### src/rtl/fetch_sequencer_if.sv
// Fetch-stage bundle: redirect input, instruction-memory port and IF/ID output slot.
// master = fetch_sequencer side, slave = surrounding pipeline / memory side.
interface fetch_sequencer_if #(
  parameter int ADDR_W = 32,
  parameter int INSN_W = 32
);
  logic              jump_enable;
  logic [ADDR_W-1:0] jump_address;
  logic              imem_req;
  logic [ADDR_W-1:0] imem_addr;
  logic              imem_valid;
  logic [INSN_W-1:0] imem_rdata;
  logic              if_valid;
  logic [ADDR_W-1:0] if_pc;
  logic [INSN_W-1:0] if_insn;
  logic              id_ready;
  logic              fetch_fault;

  modport master (
    input  jump_enable, jump_address, imem_valid, imem_rdata, id_ready,
    output imem_req, imem_addr, if_valid, if_pc, if_insn, fetch_fault
  );

  modport slave (
    output jump_enable, jump_address, imem_valid, imem_rdata, id_ready,
    input  imem_req, imem_addr, if_valid, if_pc, if_insn, fetch_fault
  );
endinterface

### src/rtl/fetch_sequencer.sv
// Fetch sequencer: PC selection, single outstanding imem request, squash on redirect.
// Optional macro FETCH_MISALIGN_CHECK_EN rejects redirects to non-word-aligned targets.
module fetch_sequencer #(
  parameter int                ADDR_W   = 32,
  parameter int                INSN_W   = 32,
  parameter logic [ADDR_W-1:0] RESET_PC = {ADDR_W{1'b0}}
) (
  input  logic               clk,
  input  logic               rst,
  fetch_sequencer_if.master  bus
);

  typedef enum logic [1:0] {
    S_IDLE = 2'd0,
    S_WAIT = 2'd1,
    S_DROP = 2'd2
  } state_e;

  localparam logic [ADDR_W-1:0] PC_STEP = ADDR_W'(3'd4);

  state_e            state_q, state_d;
  logic [ADDR_W-1:0] pc_q, pc_d;
  logic [ADDR_W-1:0] req_pc_q, req_pc_d;
  logic              slot_valid_q, slot_valid_d;
  logic [ADDR_W-1:0] slot_pc_q, slot_pc_d;
  logic [INSN_W-1:0] slot_insn_q, slot_insn_d;

  logic issue_s;
  logic load_s;
  logic misalign_s;
  logic halt_s;

`ifdef FETCH_MISALIGN_CHECK_EN
  logic halt_q, halt_d;
  logic fault_q, fault_d;

  // A rejected redirect parks fetch until the next aligned redirect arrives.
  always_comb begin
    misalign_s = bus.jump_enable && (bus.jump_address[1:0] != 2'b00);
    fault_d    = misalign_s;
    if (bus.jump_enable) begin
      halt_d = misalign_s;
    end else begin
      halt_d = halt_q;
    end
  end

  // Halt flag and one-cycle fault pulse registers
  always_ff @(posedge clk or negedge rst) begin
    if (!rst) begin
      halt_q  <= 1'b0;
      fault_q <= 1'b0;
    end else begin
      halt_q  <= halt_d;
      fault_q <= fault_d;
    end
  end

  assign halt_s          = halt_q;
  assign bus.fetch_fault = fault_q;
`else
  assign misalign_s      = 1'b0;
  assign halt_s          = 1'b0;
  assign bus.fetch_fault = 1'b0;
`endif

  // Issue is gated by reset so no strobe escapes while the block is held in reset.
  assign issue_s = rst && (state_q == S_IDLE) && !bus.jump_enable && !halt_s &&
                   (!slot_valid_q || bus.id_ready);
  assign load_s  = (state_q == S_WAIT) && bus.imem_valid && !bus.jump_enable;

  // FSM state register
  always_ff @(posedge clk or negedge rst) begin
    if (!rst) begin
      state_q <= S_IDLE;
    end else begin
      state_q <= state_d;
    end
  end

  // FSM next-state logic
  always_comb begin
    state_d = state_q;
    case (state_q)
      S_IDLE: begin
        if (issue_s) begin
          state_d = S_WAIT;
        end else begin
          state_d = S_IDLE;
        end
      end
      S_WAIT: begin
        if (bus.imem_valid) begin
          state_d = S_IDLE;
        end else if (bus.jump_enable) begin
          state_d = S_DROP;
        end else begin
          state_d = S_WAIT;
        end
      end
      S_DROP: begin
        if (bus.imem_valid) begin
          state_d = S_IDLE;
        end else begin
          state_d = S_DROP;
        end
      end
      default: begin
        state_d = S_IDLE;
      end
    endcase
  end

  // FSM outputs: request strobe and address
  always_comb begin
    bus.imem_req  = issue_s;
    bus.imem_addr = pc_q;
  end

  // PC, request-address and output-slot next-state logic
  always_comb begin
    pc_d         = pc_q;
    req_pc_d     = req_pc_q;
    slot_valid_d = slot_valid_q;
    slot_pc_d    = slot_pc_q;
    slot_insn_d  = slot_insn_q;

    if (bus.jump_enable) begin
      if (!misalign_s) begin
        pc_d = bus.jump_address;
      end else begin
        pc_d = pc_q;
      end
    end else if (load_s) begin
      pc_d = req_pc_q + PC_STEP;
    end else begin
      pc_d = pc_q;
    end

    if (issue_s) begin
      req_pc_d = pc_q;
    end else begin
      req_pc_d = req_pc_q;
    end

    // Redirect flushes the slot even when decode is stalled.
    if (bus.jump_enable) begin
      slot_valid_d = 1'b0;
    end else if (load_s) begin
      slot_valid_d = 1'b1;
      slot_pc_d    = req_pc_q;
      slot_insn_d  = bus.imem_rdata;
    end else if (slot_valid_q && bus.id_ready) begin
      slot_valid_d = 1'b0;
    end else begin
      slot_valid_d = slot_valid_q;
    end
  end

  // PC, request-address and output-slot registers
  always_ff @(posedge clk or negedge rst) begin
    if (!rst) begin
      pc_q         <= RESET_PC;
      req_pc_q     <= {ADDR_W{1'b0}};
      slot_valid_q <= 1'b0;
      slot_pc_q    <= {ADDR_W{1'b0}};
      slot_insn_q  <= {INSN_W{1'b0}};
    end else begin
      pc_q         <= pc_d;
      req_pc_q     <= req_pc_d;
      slot_valid_q <= slot_valid_d;
      slot_pc_q    <= slot_pc_d;
      slot_insn_q  <= slot_insn_d;
    end
  end

  assign bus.if_valid = slot_valid_q;
  assign bus.if_pc    = slot_pc_q;
  assign bus.if_insn  = slot_insn_q;

endmodule

### src/flat_wrapper.sv
// flat-port wrapper written by rule: the top's interface ports become plain ports
module fetch_sequencer_flat 
#(
  parameter int                ADDR_W   = 32,
  parameter int                INSN_W   = 32,
  parameter logic [ADDR_W-1:0] RESET_PC = {ADDR_W{1'b0}}
)
  (clk, rst, bus_jump_enable, bus_jump_address, bus_imem_valid, bus_imem_rdata, bus_id_ready, bus_imem_req, bus_imem_addr, bus_if_valid, bus_if_pc, bus_if_insn, bus_fetch_fault);
  fetch_sequencer_if #(.ADDR_W(ADDR_W), .INSN_W(INSN_W)) bus_i ();
  input  logic clk;
  input  logic rst;
  input wire logic [$bits(bus_i.jump_enable)-1:0] bus_jump_enable;
  input wire logic [$bits(bus_i.jump_address)-1:0] bus_jump_address;
  input wire logic [$bits(bus_i.imem_valid)-1:0] bus_imem_valid;
  input wire logic [$bits(bus_i.imem_rdata)-1:0] bus_imem_rdata;
  input wire logic [$bits(bus_i.id_ready)-1:0] bus_id_ready;
  output wire logic [$bits(bus_i.imem_req)-1:0] bus_imem_req;
  output wire logic [$bits(bus_i.imem_addr)-1:0] bus_imem_addr;
  output wire logic [$bits(bus_i.if_valid)-1:0] bus_if_valid;
  output wire logic [$bits(bus_i.if_pc)-1:0] bus_if_pc;
  output wire logic [$bits(bus_i.if_insn)-1:0] bus_if_insn;
  output wire logic [$bits(bus_i.fetch_fault)-1:0] bus_fetch_fault;
  assign bus_i.jump_enable = bus_jump_enable;
  assign bus_i.jump_address = bus_jump_address;
  assign bus_i.imem_valid = bus_imem_valid;
  assign bus_i.imem_rdata = bus_imem_rdata;
  assign bus_i.id_ready = bus_id_ready;
  assign bus_imem_req = bus_i.imem_req;
  assign bus_imem_addr = bus_i.imem_addr;
  assign bus_if_valid = bus_i.if_valid;
  assign bus_if_pc = bus_i.if_pc;
  assign bus_if_insn = bus_i.if_insn;
  assign bus_fetch_fault = bus_i.fetch_fault;
  fetch_sequencer #(.ADDR_W(ADDR_W), .INSN_W(INSN_W), .RESET_PC(RESET_PC)) u_core (.clk(clk), .rst(rst), .bus(bus_i));
endmodule
### config.mk
export PLATFORM = sky130hd
export DESIGN_NAME = fetch_sequencer_flat
export DESIGN_NICKNAME = d
export VERILOG_FILES = /design/src/rtl/fetch_sequencer_if.sv /design/src/rtl/fetch_sequencer.sv /design/src/flat_wrapper.sv
export SDC_FILE = /design/constraint.sdc
export NUM_CORES = 1
export LEC_CHECK = 0
export ABC_AREA = 0
export BUFFER_PORTS_ARGS = -buffer_cell sky130_fd_sc_hd__buf_2
export CAP_MARGIN = 20
export CORE_MARGIN = 1
export CORE_UTILIZATION = 56
export CTS_CLUSTER_DIAMETER = 60
export DETAILED_ROUTE_END_ITERATION = 12
export PLACE_DENSITY = 0.89
export SLEW_MARGIN = 40
export SYNTH_ARGS = -nofsm -noshare
export SYNTH_HDL_FRONTEND = slang
export SYNTH_SLANG_ARGS = --single-unit
### constraint.sdc
create_clock -name clk -period 3.7 [get_ports clk]
set_clock_uncertainty 0.15 [all_clocks]
set_input_delay 0.74 -clock clk [delete_from_list [all_inputs] [get_ports clk]]
set_output_delay 0.74 -clock clk [all_outputs]
set_load 0.01 [all_outputs]
* Yosys cells after proc, flatten, opt, wreduce, memory -nomap -nowiden *
Cells that the tools add are included.

word-level totals
  output and inout port bits = 99
  word-level logic and storage cells = 33
  bits in latches = 0
  ROM bits = 0
  memories = 0
  register bits after elaboration = 131
  memory bits (writable) = 0

cells by class
  shift operators = 0
  divide/modulo/power cells = 0
  $add $sub $neg = 1
  muxes and demuxes = 10
  multipliers = 0
  equality and inequality tests = 2
  bitwise operators = 1
  reductions and logical operators = 13
  order comparisons = 0

operator list
  kind                                           count
  two-way mux 32 bit                             2
  adder 32 x 3 -> 32 bit, second input constant  1
  logical AND 1 bit                              6
  two-way mux 2 bit                              3
  one-hot mux 2 bit (3 select lines)             1
  two-way mux 1 bit                              4
  nonzero test 3 bit                             1
  == test 2 x 1 -> 1 bit, second input constant  1
  == test 2 bit, second input constant           1
  zero test 1 bit                                2
  zero test 2 bit                                1
  AND reduction 2 bit                            1
  nonzero test 2 bit                             1
  logical OR 1 bit                               1
  NOT 1 bit                                      1

* Depth between registers and ports, before layout *
  word-level depth = 6
  depth in mapped cells = 8
  mapped depth without buffers = 6

* Worst setup path before layout *
No wires, ideal clock.

  kind = input port to output port
  start point = input port bus_jump_enable
  end point = output port bus_imem_req
  stages on the path = 5
  data required time = 2.810 ns
  path buffers = 2
  arrival = 1.593 ns
  slack = 1.217 ns
  cells stage by stage = clkbuf_1 nor2_1 nand4_1 clkinv_1 buf_1

between the ends
  longest elaborated chain between the ends = 3

ends and longest elaborated chain
  item                            RTL line               RTL
  start: declaration              flat_wrapper.sv:12     input wire logic [$bits(bus_i.jump_enable)-1:0] bus_jump_enable;
  zero test 1 bit                 fetch_sequencer.sv:68  assign issue_s = rst && (state_q == S_IDLE) && !bus.jump_enable && !halt_s &&
  logical AND 1 bit (2 in a row)  fetch_sequencer.sv:68
  end: declaration                flat_wrapper.sv:17     output wire logic [$bits(bus_i.imem_req)-1:0] bus_imem_req;

No other way between the ends.

* Final worst setup path *
  start point = input port bus_id_ready
  end point = output port bus_imem_req

between the ends
  longest elaborated chain between the ends = 2

ends and longest elaborated chain
  item                RTL line               RTL
  start: declaration  flat_wrapper.sv:16     input wire logic [$bits(bus_i.id_ready)-1:0] bus_id_ready;
  logical OR 1 bit    fetch_sequencer.sv:69  (!slot_valid_q || bus.id_ready);
  logical AND 1 bit   fetch_sequencer.sv:68

No other way between the ends.

==> impl_metrics.csv <==
group,metric,value,unit
outcome,status,"complete, no violations",
cts,clockBufferDepth,2,
setup_path,path_cells,"buf_2 > nand2b_1 > nand4_1 > clkinv_1 > buf_2",
synthesis,synthCells,648,
setup_path,crit_slowest_cell,"buf_2",
synthesis,syn-num-nets,718,
finish,areaGrowthSynthToFinish,26.6,%
finish,drive_gt1_share,26.8,%
floorplan,dieArea,10700,um2
cts,cts-buffers-inserted,17,
drt,ant_nets,0,
sta,final_hold_viol_count,0,
setup_path,startpoint_type,"input port",
run,cap_violations,0,
finish,num_antenna_cells,0,
grt,grt_usage,28.6,%
synthesis,synth-seq-cells,131,
grt,grt_start_max_net_pins,77,
power_and_ir_drop,vdd.ir_drop.worst,0.392,mV
setup_path,worstPathRequired,2810,ps
finish,final_core_util,73.9,%
synthesis,ys_seq_area_share,56.9,%
setup_path,slowest_delay,180,ps
synthesis,synth.distinct_cells,39,
synthesis,yosysWarnings,0,
cts,ctsHoldBuffers,0,
setup_path,cp-end-kind,"primary output",
grt,grt_pass1_vias,4811,
drt,drt_wl_total,14900,um
synthesis,muxShareOfSynthArea,0.869,%
power_and_ir_drop,leakage,3.97,nW
min_path,hold_class,"in2async",
sta,max_freq,423,MHz
synthesis,yosys.area_share.xor_xnor,4.11,%
cts,cts.repair.resized,0,
power_and_ir_drop,power_density,659,nW/um2
floorplan,start_util,58.4,%
cts,cts_root_buffer,"clkbuf_8",
synthesis,synthAdderAreaFrac,0.217,%
synthesis,synth_compound_area_share,6.04,%
floorplan,die_x,103,um
setup_path,path_delay_family,"buffers and inverters",
sta,whs,246,ps
cts,cts_setup_buffers,0,
setup_path,cp_common_cell,"buf_2",
drt,drc_errors,0,
drt,vias,5033,
place,port_buffers,166,
grt,antenna_found_initial,0,
sta,fin_crit,2360,ps
sta,tightest_slew,689,ps
place,hpwlAfterDp,9800,um
drt,first_pass_iters,5,
cts,cts_tree,"done",
drt,first_iter_violations,294,
drt,via_per_inst,5.31,
sta,grt_setup_unrepaired,"false",
place,gp_congestion,0.815,
setup_path,cp.arrival,1470,ps
setup_path,worst-setup-path-type,"in2out",
synthesis,synthSimpleGateAreaFrac,28.6,%
floorplan,coreArea,9860,um2
setup_path,path_max_fanout,2,
synthesis,netlist_area,5760,um2
grt,grt.overflow.total,0,
cts,clk_pin_slew_worst_paths,60,ps
sta,final.period_utilization,63.8,%
sta,fin_setup_tns,0,ps
drt,wl_per_cell,15.7,um
cts,numClockSinks,131,
sta,relSlewSlack,54.0,%
cts,h-tree-depth,4,
floorplan,ios,168,
grt,grt_pass1_wl,23100,um
floorplan,rows,36,
sta,maxSlewViolCount,0,
floorplan,die_y,103,um
synthesis,syn_area_per_cell,8.89,um2
cts,clk_latency,510,ps
sta,setup_viol,0,
setup_path,cp_num_buf_inv,3,
finish,nets,873,
synthesis,synth_top_family_by_area,"simple AND/OR/NAND/NOR gates",
## logic make-up (layout without fill, tap and decap cells)
| logic type | Yosys count | after routing |
|---|---|---|
| AOI/OAI and AO/OA | 50 | 50 |
| xor gates and xnor gates | 27 | 27 |
| adders and majority gates | 1 | 1 |
| buffers and inverters | 44 | 210 |
| DFF | 131 | 131 |
| muxes | 5 | 5 |
| other | 1 | 1 |
| and+or+nand+nor | 389 | 389 |
## cell usage after synthesis (all sizes together)
cell type,number,area [um2]
nand2,328,1230
dfrtp,131,3280
clkbuf,25,95.1
o21ai,19,95.1
o221ai,15,156
xor2,15,131
buf,14,70.1
nand3,14,75.1
nor2,12,47.6
xnor2,12,105
a21oi,11,55.1
nand4,10,92.6
and3,8,51.3
mux2i,5,50.1
nor3b,5,37.5
inv,4,15.0
nand2b,2,12.5
nor2b,2,12.5
nor3,2,10.0
nor4,2,42.5
o31ai,2,15.0
a21o,1,7.51
a221o,1,10.0
and2,1,6.26
and4,1,8.76
clkinv,1,3.75
conb,1,3.75
ha,1,12.5
o41ai,1,8.76
or3,1,6.26
or4,1,11.3
## per-layer routing
layer	share of wire, %	GRT usage, %
met1	41	36.2
met2	50	48.0
met3	7.2	6.99
met4	2.0	10.2
met5	0	0
## metrics by stage
stage / cell area, um2 / instances / setup slack [ps] / total power [mW]
after floorplan: 5760 / 648 / 1220 / 2.61
after global placement: 6670 / 916 / 1100 / 3.04
after detailed placement: 6690 / 917 / 1120 / 3.11
after CTS: 7290 / 947 / 1360 / 4.83
after global routing: 7290 / 947 / 1210 / 5.05
final: 7290 / 947 / 1340 / 4.81
## layout by cell type (no fill, tap or decap), types with 7 or more instances in the layout
master / instances
clkbuf_16: 16
nand3_1: 13
xnor2_1: 12
nand2_1: 328
xor2_1: 15
nor2_1: 10
and3_1: 7
dfrtp_1: 131
buf_2: 165
a21oi_1: 11
nand4_1: 8
buf_4: 8
o21ai_0: 19
o221ai_1: 11
## cell type report
class                   count  area (um2)
flip-flops and latches    131        3280
inverters                   5        18.8
clock buffers              18         418
clock inverters            12         183
multi-input cells         473        2310
repair buffers            175         917
fillers                   730        2570
well taps                 133         166
## flip-flops by register name (all words and copies together) (netlist names)
name / count
u_core.bus.if_insn: 32
u_core.bus.if_pc: 32
u_core.bus.if_valid: 1
u_core.bus.imem_addr: 32
u_core.req_pc_q: 32
u_core.state_q: 2
## power breakdown
part / internal [mW] / switching, mW
clock: 1.09 / 0.615
sequential: 1.79 / 0.307
combinational: 0.423 / 0.582
## path summary, 6_finish.rpt
check,from,endpoint,slack [ps],cells past startpoint
min,rst,u_core.req_pc_q[13],250,2
max reg2reg,u_core.req_pc_q[2],u_core.bus.imem_addr[24],1370,6
max in group asynchronous,rst,u_core.bus.imem_addr[31],2690,2
max,bus_id_ready,bus_imem_req,1340,5
min reg2reg,u_core.bus.if_insn[0],u_core.bus.if_insn[0],320,2
min in group clk,bus_imem_rdata[10],u_core.bus.if_insn[10],260,3
Note: power is estimated with default switching activity, not from simulation.
